$ cat src/rtl/caf_pkg.sv
// Shared types for the CAF lag scheduler: FSM encoding and a parameter width check.
// Latency: n/a (package). Backpressure: n/a.
// Imported by caf_lag_sched and lag_addr_gen.
package caf_pkg;

    localparam logic [2:0] ENC_IDLE  = 3'd0;
    localparam logic [2:0] ENC_FEED  = 3'd1;
    localparam logic [2:0] ENC_DRAIN = 3'd2;
    localparam logic [2:0] ENC_WAIT  = 3'd3;
    localparam logic [2:0] ENC_EMIT  = 3'd4;

    typedef enum logic [2:0] {
        S_IDLE  = ENC_IDLE,
        S_FEED  = ENC_FEED,
        S_DRAIN = ENC_DRAIN,
        S_WAIT  = ENC_WAIT,
        S_EMIT  = ENC_EMIT
    } state_t;

    // True when the address bus can hold the largest y address (k+n) and
    // the lag bus can hold the largest lag index.
    function automatic bit widths_ok(input int length, input int num_lags,
                                     input int addr_bits, input int lag_bits);
        longint addr_need;
        longint lag_need;
        addr_need = longint'(length) + longint'(num_lags) - 2;
        lag_need  = longint'(num_lags) - 1;
        return (length >= 1) && (num_lags >= 1) &&
               (addr_need < (longint'(1) << addr_bits)) &&
               (lag_need < (longint'(1) << lag_bits));
    endfunction

endpackage

$ cat src/rtl/lag_addr_gen.sv
// Sample (n) and lag (k) counters producing x_addr=n and y_addr=k+n.
// Latency: addresses follow the counters combinationally; counters update per step.
// Backpressure: none; counters only move on explicit step_n/step_k.
module lag_addr_gen
    import caf_pkg::*;
#(
    parameter int length    = 16,
    parameter int num_lags  = 8,
    parameter int addr_bits = 8,
    parameter int lag_bits  = 4
) (
    input  logic                 clk,
    input  logic                 n_reset,
    input  logic                 clear,
    input  logic                 step_n,
    input  logic                 step_k,
    output logic [addr_bits-1:0] x_addr,
    output logic [addr_bits-1:0] y_addr,
    output logic [lag_bits-1:0]  k,
    output logic                 last_n,
    output logic                 last_k
);

    logic [addr_bits-1:0] n;

    // n wraps to 0 after the last sample so idle/drain cycles present lag base addresses.
    always_ff @(posedge clk) begin
        if (!n_reset) begin
            n <= '0;
            k <= '0;
        end else if (clear) begin
            n <= '0;
            k <= '0;
        end else if (step_k) begin
            n <= '0;
            k <= k + lag_bits'(1);
        end else if (step_n) begin
            n <= last_n ? '0 : n + addr_bits'(1);
        end
    end

    assign last_n = (n == addr_bits'(length - 1));
    assign last_k = (k == lag_bits'(num_lags - 1));
    assign x_addr = n;
    assign y_addr = n + addr_bits'(k);

endmodule

$ cat src/rtl/caf_lag_sched.sv
// Sweeps lags, streaming x[n] and y[k+n] into dot_prod_pip and emitting each sum tagged with k.
// Latency: per lag = length + 1 + product latency + 1 cycles; first beat 2 cycles after start.
// Backpressure: EMIT holds result stable until m_axis_out_tready; product tready only in WAIT.
module caf_lag_sched
    import caf_pkg::*;
#(
    parameter int x_bits    = 12,
    parameter int y_bits    = 12,
    parameter int sum_bits  = 32,
    parameter int length    = 16,
    parameter int num_lags  = 8,
    parameter int addr_bits = 8,
    parameter int lag_bits  = 4
) (
    input  logic                 clk,
    input  logic                 n_reset,
    input  logic                 start,
    output logic                 busy,
    output logic                 done,
    output logic [addr_bits-1:0] x_addr,
    output logic [addr_bits-1:0] y_addr,
    input  logic [x_bits-1:0]    x_rd_i,
    input  logic [x_bits-1:0]    x_rd_q,
    input  logic [y_bits-1:0]    y_rd_i,
    input  logic [y_bits-1:0]    y_rd_q,
    output logic                 m_axis_x_tvalid,
    output logic                 m_axis_y_tvalid,
    output logic [x_bits-1:0]    xi,
    output logic [x_bits-1:0]    xq,
    output logic [y_bits-1:0]    yi,
    output logic [y_bits-1:0]    yq,
    input  logic                 s_axis_product_tvalid,
    input  logic [sum_bits-1:0]  i,
    input  logic [sum_bits-1:0]  q,
    output logic                 m_axis_product_tready,
    output logic                 s_axis_out_tvalid,
    output logic [lag_bits-1:0]  out_lag,
    output logic [sum_bits-1:0]  out_i,
    output logic [sum_bits-1:0]  out_q,
    input  logic                 m_axis_out_tready
);

    localparam bit cfg_ok = widths_ok(length, num_lags, addr_bits, lag_bits);

    state_t              state, state_nxt;
    logic                run_n;
    logic                clear, step_n, step_k;
    logic                last_n, last_k;
    logic                smp_vld;
    logic [lag_bits-1:0] k;

    // An instance whose buses cannot hold its address/lag range stays in reset.
    assign run_n = n_reset & cfg_ok;

    lag_addr_gen #(
        .length   (length),
        .num_lags (num_lags),
        .addr_bits(addr_bits),
        .lag_bits (lag_bits)
    ) u_addr (
        .clk    (clk),
        .n_reset(run_n),
        .clear  (clear),
        .step_n (step_n),
        .step_k (step_k),
        .x_addr (x_addr),
        .y_addr (y_addr),
        .k      (k),
        .last_n (last_n),
        .last_k (last_k)
    );

    always_ff @(posedge clk) begin
        if (!run_n) state <= S_IDLE;
        else        state <= state_nxt;
    end

    always_comb begin
        state_nxt = state;
        clear     = 1'b0;
        step_n    = 1'b0;
        step_k    = 1'b0;
        done      = 1'b0;
        case (state)
            S_IDLE: begin
                if (start) begin
                    clear     = 1'b1;
                    state_nxt = S_FEED;
                end
            end
            S_FEED: begin
                step_n = 1'b1;
                if (last_n) state_nxt = S_DRAIN;
            end
            S_DRAIN: state_nxt = S_WAIT;
            S_WAIT: begin
                if (s_axis_product_tvalid) state_nxt = S_EMIT;
            end
            S_EMIT: begin
                // done fires in the handshake cycle, so a start seen here is still ignored.
                if (m_axis_out_tready) begin
                    if (!last_k) begin
                        step_k    = 1'b1;
                        state_nxt = S_FEED;
                    end else begin
                        done      = 1'b1;
                        clear     = 1'b1;
                        state_nxt = S_IDLE;
                    end
                end
            end
            default: state_nxt = S_IDLE;
        endcase
    end

    assign busy                  = (state != S_IDLE);
    assign m_axis_product_tready = (state == S_WAIT);
    assign s_axis_out_tvalid     = (state == S_EMIT);
    assign m_axis_x_tvalid       = smp_vld;
    assign m_axis_y_tvalid       = smp_vld;

    always_ff @(posedge clk) begin
        if (!run_n) begin
            smp_vld <= 1'b0;
            xi      <= '0;
            xq      <= '0;
            yi      <= '0;
            yq      <= '0;
        end else begin
            smp_vld <= (state == S_FEED);
            if (state == S_FEED) begin
                xi <= x_rd_i;
                xq <= x_rd_q;
                yi <= y_rd_i;
                yq <= y_rd_q;
            end
        end
    end

    always_ff @(posedge clk) begin
        if (!run_n) begin
            out_i   <= '0;
            out_q   <= '0;
            out_lag <= '0;
        end else if ((state == S_WAIT) && s_axis_product_tvalid) begin
            out_i   <= i;
            out_q   <= q;
            out_lag <= k;
        end
    end

endmodule

$ cat config.mk
export PLATFORM = sky130hd
export DESIGN_NAME = caf_lag_sched
export DESIGN_NICKNAME = d
export VERILOG_FILES = /design/src/rtl/caf_pkg.sv /design/src/rtl/lag_addr_gen.sv /design/src/rtl/caf_lag_sched.sv
export SDC_FILE = /design/constraint.sdc
export NUM_CORES = 1
export LEC_CHECK = 0
export ABC_AREA = 1
export CORE_MARGIN = 8
export CORE_UTILIZATION = 45
export CTS_BUF_LIST = sky130_fd_sc_hd__clkbuf_4 sky130_fd_sc_hd__clkbuf_8
export DETAILED_ROUTE_END_ITERATION = 8
export GPL_TIMING_DRIVEN = 0
export PLACE_DENSITY_LB_ADDON = 0.1
export SYNTH_ARGS = -nofsm -noshare
export SYNTH_HDL_FRONTEND = slang
export SYNTH_HIERARCHICAL = 1
export SYNTH_SLANG_ARGS = --single-unit
$ cat constraint.sdc
create_clock -name clk -period 4.26 [get_ports clk]
set_input_delay 0.852 -clock clk [delete_from_list [all_inputs] [get_ports clk]]
set_output_delay 0.852 -clock clk [all_outputs]
set_load 0.05 [all_outputs]
==> impl_metrics.csv, run 1 <==
group,metric,value,unit
place,port_buffers,253,
power_and_ir_drop,p_leak,3.08,nW
detailed_routing,drcViolationCount,0,
logic_synthesis,synth_xor_area_share,0.671,%
place,dp_slack,902,ps
die,initial_core_util,45.9,%
finish,drive_above_1_share,7.88,%
logic_synthesis,synth_top_family_by_area,"simple AND/OR/NAND/NOR gates",
clock_network,cts-resized-gates,0,
place,dp_hpwl,14.0,mm
critical_path,crit_family,"buffers and inverters",
logic_synthesis,ys_seq_area_share,50.6,%
run,cap_violations,0,
timing,rsz0062_at_grt,"false",
place,gp_congestion,0.829,
detailed_routing,dr.first_iter.drc_count,304,
place,dp_cells,1075,
clock_network,insertion_delay,440,ps
timing,period_needed,3600,ps
critical_path,end_kind,"primary output",
grt,grt_pass1_vias,5436,
die,die_w,124,um
detailed_routing,first_pass_iters,5,
critical_path,worstPathArrival,2750,ps
die,rows,39,
timing,setup_viol,0,
critical_path,path_max_fanout,5,
logic_synthesis,ys_warn_count,6,
timing,fin_ws,660,ps
detailed_routing,wl_per_cell,16.2,um
timing,slew_headroom,60.8,%
grt,grt_max_degree,17,
logic_synthesis,synthSimpleGateAreaFrac,27.1,%
critical_path,cp.required,3410,ps
logic_synthesis,synth_area,5220,um2
critical_path,crit_chain,"ha_1 -> fa_1 -> nand3_1 -> nand2_1 -> nand2_1 -> xor2_1 -> clkdlybuf4s50_1",
timing,fin_worst_skew,5.16,ps
timing,setup_tns,0,ps
logic_synthesis,synth_fa_ha_area_share,1.82,%
detailed_routing,vias,5572,
detailed_routing,antenna_left,0,
timing,tightest_slew,588,ps
detailed_routing,via_per_inst,5.03,
clock_network,path_clk_slew,70,ps
finish,n_antenna_cell,0,
clock_network,cts_sinks,132,
logic_synthesis,syn-num-nets,803,
critical_path,crit_path_start_kind,"flip-flop",
logic_synthesis,synth_compound_area_share,12.7,%
power_and_ir_drop,peakVddDrop,0.000354,V
finish,layout.cells.most_common,"clkdlybuf4s50_1",
clock_network,cts_tree,"yes",
worst_hold_path,hp-class,"flip-flop to flip-flop",
grt,track_usage,22.7,%
critical_path,cpPeakStageDelay,820,ps
outcome,outcome,"complete, no violations",
logic_synthesis,yosys_register_bits,132,
clock_network,clockBufferDepth,2,
clock_network,cts-root-buf,"clkbuf_8",
critical_path,path_class,"flip-flop to primary output",
detailed_routing,routed_wl,17.9,mm
critical_path,crit_buf_inv,1,
finish,final_cell_mix,"clkdlybuf4s50_1, nand2_1, dfxtp_1",
finish,fin_area,8360,um2
timing,maxSlewViolCount,0,
die,dieArea,15300,um2
finish,nets,1075,
critical_path,crit_path_top_delay_cell,"clkdlybuf4s50_1",
clock_network,cts_buffers,17,
grt,antenna_found_initial,0,
logic_synthesis,avgSynthCellArea,7.69,um2
logic_synthesis,syn_inst,679,
finish,finalNonFillerCells,1107,
grt,grt_overflow,0,
power_and_ir_drop,p_total,0.00393,W
grt,grt_pass1_wl,27.2,mm
clock_network,postCtsSetupBuffers,0,
logic_synthesis,synth.area.mux_share,0.192,%
place,place_area,7930,um2
power_and_ir_drop,power_density,470,nW/um2
timing,fmax,278,MHz
die,top_level_ports,255,
clock_network,hold_buffers,0,
finish,syn2layout_area_growth,60.1,%
logic_synthesis,synth.distinct_cells,26,
die,die_y,124,um
timing,hold_viol_final,0,
die,core_area,11400,um2
timing,fin_crit_sh,84.5,%
clock_network,h-tree-depth,4,
critical_path,cp_common_cell,"nand2_1",
power breakdown:
group          total [W]  switching, W  internal [W]  leakage (nW)
sequential       0.00144     0.0000730       0.00136          1.07
combinational    0.00140      0.000917      0.000488          1.79
clock            0.00109      0.000463      0.000626         0.217
total            0.00393       0.00145       0.00248          3.08
through the flow:
step                      utilization (%)  hold WS (ps)
final                                73.5           460
after CTS                            73.5           462
after floorplan                         -           493
after detailed placement             69.8           451
after global routing                 73.5           476
after global placement               69.8           447
final timing paths:
kind,start,end,slack [ps],cells past startpoint
min,out_i[22],out_i[22],460,2
max,u_addr/x_addr[0],y_addr[6],660,7
min reg2reg,out_i[22],out_i[22],460,2
max reg2reg,u_addr/k[1],u_addr/x_addr[5],2300,11
flip-flops by register name, summed over array words and instances (netlist names):
name	cells
m_axis_x_tvalid	1
out_lag	4
yq	12
u_addr/x_addr	8
yi	12
out_q	32
xi	12
u_addr/k	4
state	3
out_i	32
xq	12
cells by family (layout without fill, tap and decap cells):
kind of cell               Yosys count  count (layout)
AOI/OAI and AO/OA                  132             132
xor gates and xnor gates             4               4
adders and majority gates            7               7
buffers and inverters               76             361
DFF                                132             132
muxes                                1               1
and+or+nand+nor                    327             327
final cells by class:
class	instances	area, um2
fillers	908	3010
flip-flops and latches	132	2640
repair buffers	253	2530
multi-input cells	471	2220
clock buffers	24	330
plain buffers	49	260
well taps	143	179
inverters	27	101
clock inverters	8	95.1
Yosys cell counts:
| cell type | instances | area [um2] |
|---|---|---|
| buf_2 | 22 | 110 |
| a21oi_1 | 128 | 641 |
| nand2_1 | 208 | 781 |
| nor2_1 | 15 | 56.3 |
| fa_1 | 1 | 20.0 |
| nor3_1 | 7 | 35.0 |
| nand2_2 | 3 | 18.8 |
| clkbuf_1 | 17 | 63.8 |
| o21bai_1 | 1 | 7.51 |
| nor2_8 | 1 | 20.0 |
| nand3_2 | 1 | 10.0 |
| dfxtp_1 | 132 | 2640 |
| nor4_1 | 1 | 6.26 |
| inv_1 | 26 | 97.6 |
| ha_1 | 6 | 75.1 |
| xor2_1 | 4 | 35.0 |
| buf_4 | 7 | 52.6 |
| nand4_1 | 2 | 12.5 |
| nor2_4 | 3 | 33.8 |
| mux2i_1 | 1 | 10.0 |
| nor2_2 | 2 | 12.5 |
| buf_6 | 3 | 33.8 |
| nand3_1 | 83 | 415 |
| o21ai_0 | 3 | 15.0 |
| inv_2 | 1 | 3.75 |
| nand2_4 | 1 | 11.3 |
worst reg2reg max path, cell delays in order (launching register included):
cell      delay, ps
dfxtp_1         430
ha_1            210
inv_1            60
nor3_1          130
inv_1            80
nor3_1          270
o21bai_1        230
nor2_4           90
nand2_2         150
inv_1            80
nand3_1          90
nor2_1           40
routing by layer:
layer,GRT usage [%],share of wire [%],up-vias
li1,-,-,2775
met1,22.5,36,2564
met2,40.5,50,208
met3,10.8,11,25
met4,8.58,2.2,0
met5,0,0,-
No activity file was read; power rests on OpenSTA's default activity.
==> inputs of run 2 (changes only) <==
CORE_UTILIZATION = 42   (was 45)
clock period = 3.6 ns   (was 4.26 ns; I/O delays follow)
==> run 2 against run 1 <==
Against the previous run: via count rose by 0.77%; cell area fell by 0.27%; cell count grew 2.1%; sequential power grew 18%; first-iteration DRC count is 9.5% lower; count of clock-buffer cells in the layout up 1; non-clock buffer count is the same; total power up 15%; register-to-register slack worse by 650 ps; clock power up 6%; sequential share of layout area is 0.085 points higher; clock skew rose by 7.4 ps; critical path type unchanged; critical endpoint is now y_addr[4]; largest power group unchanged.
==> impl_metrics.csv, run 2 (synthesized netlist as in run 1, its figures left out) <==
group,metric,value,unit
outcome,outcome,"complete, no violations",
detailed_routing,wl_met3,2.20,mm
critical_path,cp.required,2880,ps
grt,grt_pass1_wl,28.5,mm
timing,hold_viol_final,0,
power_and_ir_drop,intPower,0.00283,W
power_and_ir_drop,p_leak,3.08,nW
finish,drive_above_1_share,7.69,%
clock_network,postCtsSetupBuffers,0,
critical_path,path_class,"flip-flop to primary output",
die,dieArea,16300,um2
die,die_w,127,um
finish,syn2layout_area_growth,59.7,%
grt,track_usage,21.9,%
finish,nets,1075,
timing,setup_tns,0,ps
grt,antenna_found_initial,0,
timing,maxSlewViolCount,0,
timing,period_needed,3320,ps
timing,tightest_slew,583,ps
place,gp_congestion,0.819,
finish,reg.largest.list,"out_i (32), out_q (32)",
clock_network,cts_tree,"yes",
clock_network,clockBufferDepth,2,
place,port_buffers,253,
clock_network,path_clk_slew,70,ps
critical_path,worstPathArrival,2600,ps
power_and_ir_drop,p_sw_share,37.6,%
power_and_ir_drop,power_density,544,nW/um2
die,top_level_ports,255,
finish,fin_area,8330,um2
detailed_routing,dr.first_iter.drc_count,275,
detailed_routing,drcViolationCount,0,
clock_network,cts_sinks,132,
power_and_ir_drop,p_total,0.00453,W
timing,fin_ws,278,ps
timing,rsz0062_at_grt,"false",
grt,grt_overflow,0,
detailed_routing,routed-wl-met2,8.98,mm
detailed_routing,first_pass_iters,7,
die,die_y,127,um
power_and_ir_drop,switchingPower,0.00170,W
finish,finalNonFillerCells,1130,
detailed_routing,wl_met1,6.78,mm
die,initial_core_util,43.3,%
detailed_routing,top_layer_used,"met4",
detailed_routing,via_per_inst,4.97,
timing,fin_crit_sh,92.3,%
power_and_ir_drop,peakVddDrop,0.000387,V
finish,n_antenna_cell,0,
detailed_routing,antenna_left,0,
timing,fin_worst_skew,12.6,ps
power_and_ir_drop,p_seq_share,37.6,%
timing,slew_headroom,61.0,%
place,place_area,7960,um2
timing,setup_viol,0,
die,rows,40,
place,dp_slack,532,ps
clock_network,insertion_delay,430,ps
grt,grt_pass1_vias,5680,
finish,final_cell_mix,"clkdlybuf4s50_1, nand2_1, dfxtp_1",
power_and_ir_drop,combinationalPowerShare,36.7,%
power_and_ir_drop,clkPwrFrac,25.6,%
finish,layout.cells.most_common,"clkdlybuf4s50_1",
place,dp_cells,1100,
place,dp_hpwl,14.4,mm
detailed_routing,wl_per_cell,16.3,um
clock_network,cts_buffers,17,
clock_network,h-tree-depth,4,
critical_path,path_max_fanout,5,
die,core_area,12100,um2
detailed_routing,routed_wl,18.4,mm
worst_hold_path,hp-class,"flip-flop to flip-flop",
critical_path,end_kind,"primary output",
detailed_routing,vias,5615,
timing,fmax,301,MHz
grt,grt_max_degree,17,
run,cap_violations,0,
critical_path,crit_path_start_kind,"flip-flop",
clock_network,cts-root-buf,"clkbuf_8",
-- run 2: changes by cell type in the layout (fill, tap and decap cells not counted), sizes merged --
cell           previous run  this run
clkinvlp                  2         0
bufinv                    2         1
clkbuf                   41        42
clkdlybuf4s50           253       252
dlymetal6s2s              0         1
-- run 2: worst paths after layout --
kind	from	endpoint	slack, ps	cells after the start
worst max-delay path	u_addr/x_addr[0]	y_addr[4]	280	6
worst min-delay path	out_i[23]	out_i[23]	460	2
worst min register to register	out_i[23]	out_i[23]	460	2
worst max register to register	u_addr/k[1]	u_addr/x_addr[5]	1650	11
-- run 2: layout make-up --
| type | count | area (um2) |
|---|---|---|
| Tap cell | 168 | 210 |
| Timing Repair Buffer | 253 | 2530 |
| Inverter | 27 | 101 |
| Clock buffer | 25 | 319 |
| Buffer | 49 | 260 |
| Sequential cell | 132 | 2640 |
| Multi-Input combinational cell | 471 | 2220 |
| Clock inverter | 5 | 50.0 |
| Fill cell | 988 | 3730 |
-- run 2: power groups by stage --
stage / logic (W) / clock network, W / registers [W]
after floorplan: 0.000564 / 0 / 0.00222
after global placement: 0.00164 / 0 / 0.00172
after detailed placement: 0.00166 / 0 / 0.00173
after CTS: 0.00167 / 0.00119 / 0.00171
after global routing: 0.00177 / 0.00124 / 0.00172
final: 0.00166 / 0.00116 / 0.00170
-- run 2: what timing repair did --
action,CTS,global route
setup endpoints to repair,0,1
hold buffers,0,0
resized for setup,0,1
-- run 2: critical path: stages (launching register included) --
cell	delay [ps]
dfxtp_1	380
ha_1	250
fa_1	410
nand3_1	100
nand2_1	80
xor2_1	130
clkdlybuf4s50_1	820
-- run 2: routing by layer --
metal  up-vias  GRT usage (%)
li1       2766              -
met1      2597           22.0
met2       225           37.8
met3        27           10.5
met4         0           9.73
met5         -              0
-- run 2: stage by stage --
step | hold WS (ps) | util [%]
6_report | 459 | 69.1
5_1_grt | 477 | 69.1
3_3_place_gp | 447 | 66.0
3_5_place_dp | 451 | 66.0
2_1_floorplan | 493 | -
4_1_cts | 461 | 69.1
==> inputs of run 3 (changes only) <==
CORE_MARGIN = not set   (was 8)
==> run 3 against run 2 <==
Against the previous run: total power is 2.9% higher; clock skew is 3.0 ps lower; die area shrank 21%; count of clock-buffer cells in the layout fell by 2; worst hold slack gained 1.9 ps; sequential cell count did not move; wire length shrank 12%; worst setup slack got worse by 98 ps; first-iteration DRC count grew 35%; via count shrank 1.0%; highest routed layer unchanged.
==> impl_metrics.csv, run 3 (synthesized netlist as in run 1, its figures left out) <==
group,metric,value,unit
finish,nets,1075,
critical_path,crit_end,"y_addr[6]",
critical_path,worstPathArrival,2700,ps
clock_network,clockBufferDepth,2,
timing,hold_viol_final,0,
place,dp_cells,1100,
timing,fmax,292,MHz
clock_network,hold_buffers,0,
grt,antenna_found_initial,0,
critical_path,cp.required,2880,ps
detailed_routing,wl_per_cell,14.3,um
critical_path,cp-startpoint,"u_addr/x_addr[0]",
detailed_routing,first_pass_iters,5,
detailed_routing,via_per_inst,4.91,
clock_network,cts_tree,"yes",
place,dp_slack,530,ps
timing,setup_viol,0,
place,dp_hpwl,12.4,mm
grt,grt_overflow,0,
worst_hold_path,hp-class,"flip-flop to flip-flop",
detailed_routing,routed_wl,16.1,mm
clock_network,cts_buffers,17,
timing,slew_headroom,58.9,%
timing,rsz0062_at_grt,"false",
critical_path,r2r_start,"u_addr/k[0]",
timing,maxSlewViolCount,0,
grt,track_usage,25.0,%
timing,fin_crit_sh,95.0,%
finish,multi_input_area,2220,um2
critical_path,end_kind,"primary output",
finish,n_antenna_cell,0,
die,rows,40,
finish,layout.cells.most_common,"clkdlybuf4s50_1",
finish,drive_above_1_share,7.88,%
clock_network,insertion_delay,440,ps
die,core_area,12100,um2
clock_network,postCtsSetupBuffers,0,
grt,grt_pass1_vias,5391,
die,die_w,113,um
die,die_y,113,um
power_and_ir_drop,p_leak,3.08,nW
detailed_routing,drcViolationCount,0,
power_and_ir_drop,power_density,556,nW/um2
outcome,outcome,"complete, no violations",
critical_path,crit_path_start_kind,"flip-flop",
timing,fin_worst_skew,9.60,ps
critical_path,timing.rr.end,"u_addr/x_addr[5]",
finish,fill_cells,1016,
critical_path,rrSetupSlack,1660,ps
die,initial_core_util,43.3,%
run,cap_violations,0,
finish,regArea,2640,um2
timing,fin_ws,180,ps
place,gp_congestion,0.800,
critical_path,path_max_fanout,5,
die,dieArea,12900,um2
timing,period_needed,3420,ps
clock_network,path_clk_slew,70,ps
place,place_area,7960,um2
power_and_ir_drop,peakVddDrop,0.000402,V
grt,grt_max_degree,17,
detailed_routing,dr.first_iter.drc_count,371,
timing,setup_tns,0,ps
grt,grt_pass1_wl,25.4,mm
clock_network,cts-root-buf,"clkbuf_8",
finish,final_cell_mix,"clkdlybuf4s50_1, nand2_1, dfxtp_1",
timing,tightest_slew,616,ps
critical_path,reg2reg_depth,11,
clock_network,cts_sinks,132,
detailed_routing,antenna_left,0,
clock_network,cts-resized-gates,0,
clock_network,h-tree-depth,4,
place,port_buffers,253,
critical_path,path_class,"flip-flop to primary output",
finish,reg.largest.list,"out_i (32), out_q (32)",
finish,syn2layout_area_growth,60.7,%
die,top_level_ports,255,
finish,fin_area,8390,um2
finish,finalNonFillerCells,1132,
detailed_routing,vias,5559,
==> run 3: layout make-up <==
| cell class | count | area share [%] |
|---|---|---|
| plain buffers | 49 | 3.10 |
| clock buffers | 23 | 3.55 |
| clock inverters | 9 | 1.51 |
| inverters | 27 | 1.21 |
| multi-input cells | 471 | 26.4 |
| flip-flops and latches | 132 | 31.5 |
| well taps | 168 | 2.51 |
| repair buffers | 253 | 30.2 |
==> run 3: report_power, final <==
group	leakage (nW)	switching [W]	total (W)	internal (W)
sequential	1.07	0.0000875	0.00170	0.00161
clock	0.220	0.000555	0.00131	0.000760
combinational	1.79	0.00107	0.00165	0.000576
total	3.08	0.00171	0.00466	0.00295
==> run 3: worst min-delay path by stage <==
| stage | start | endpoint | depth (start not counted) |
|---|---|---|---|
| after floorplan | u_addr/k[2] | out_lag[2] | 2 |
| after global placement | out_i[18] | out_i[18] | 2 |
| after detailed placement | out_i[11] | out_i[11] | 2 |
| after CTS | out_i[11] | out_i[11] | 2 |
| after global routing | out_i[11] | out_i[11] | 2 |
| final | out_i[11] | out_i[11] | 2 |
==> run 3: per-layer routing <==
metal	part of all wire [%]	global-route usage [%]	wire length, um
met3	8.9	9.40	1430
met1	39	26.7	6370
met2	49	43.9	7970
met4	2.3	11.1	365
met5	0	0	0
==> run 3: critical path, cell delays in order, from the launching register on <==
cell	delay (ps)
dfxtp_1	380
ha_1	250
fa_1	410
nand3_1	100
nand2_1	80
nand2_1	80
xor2_1	140
clkdlybuf4s50_1	820
==> run 3: stage by stage <==
| step | total power, W | util, % | hold WS (ps) |
|---|---|---|---|
| 6_report | 0.00466 | 69.5 | 461 |
| 5_1_grt | 0.00489 | 69.5 | 481 |
| 4_1_cts | 0.00470 | 69.5 | 463 |
| 3_5_place_dp | 0.00338 | 66.0 | 451 |
| 3_3_place_gp | 0.00335 | 66.0 | 447 |
| 2_1_floorplan | 0.00279 | - | 493 |
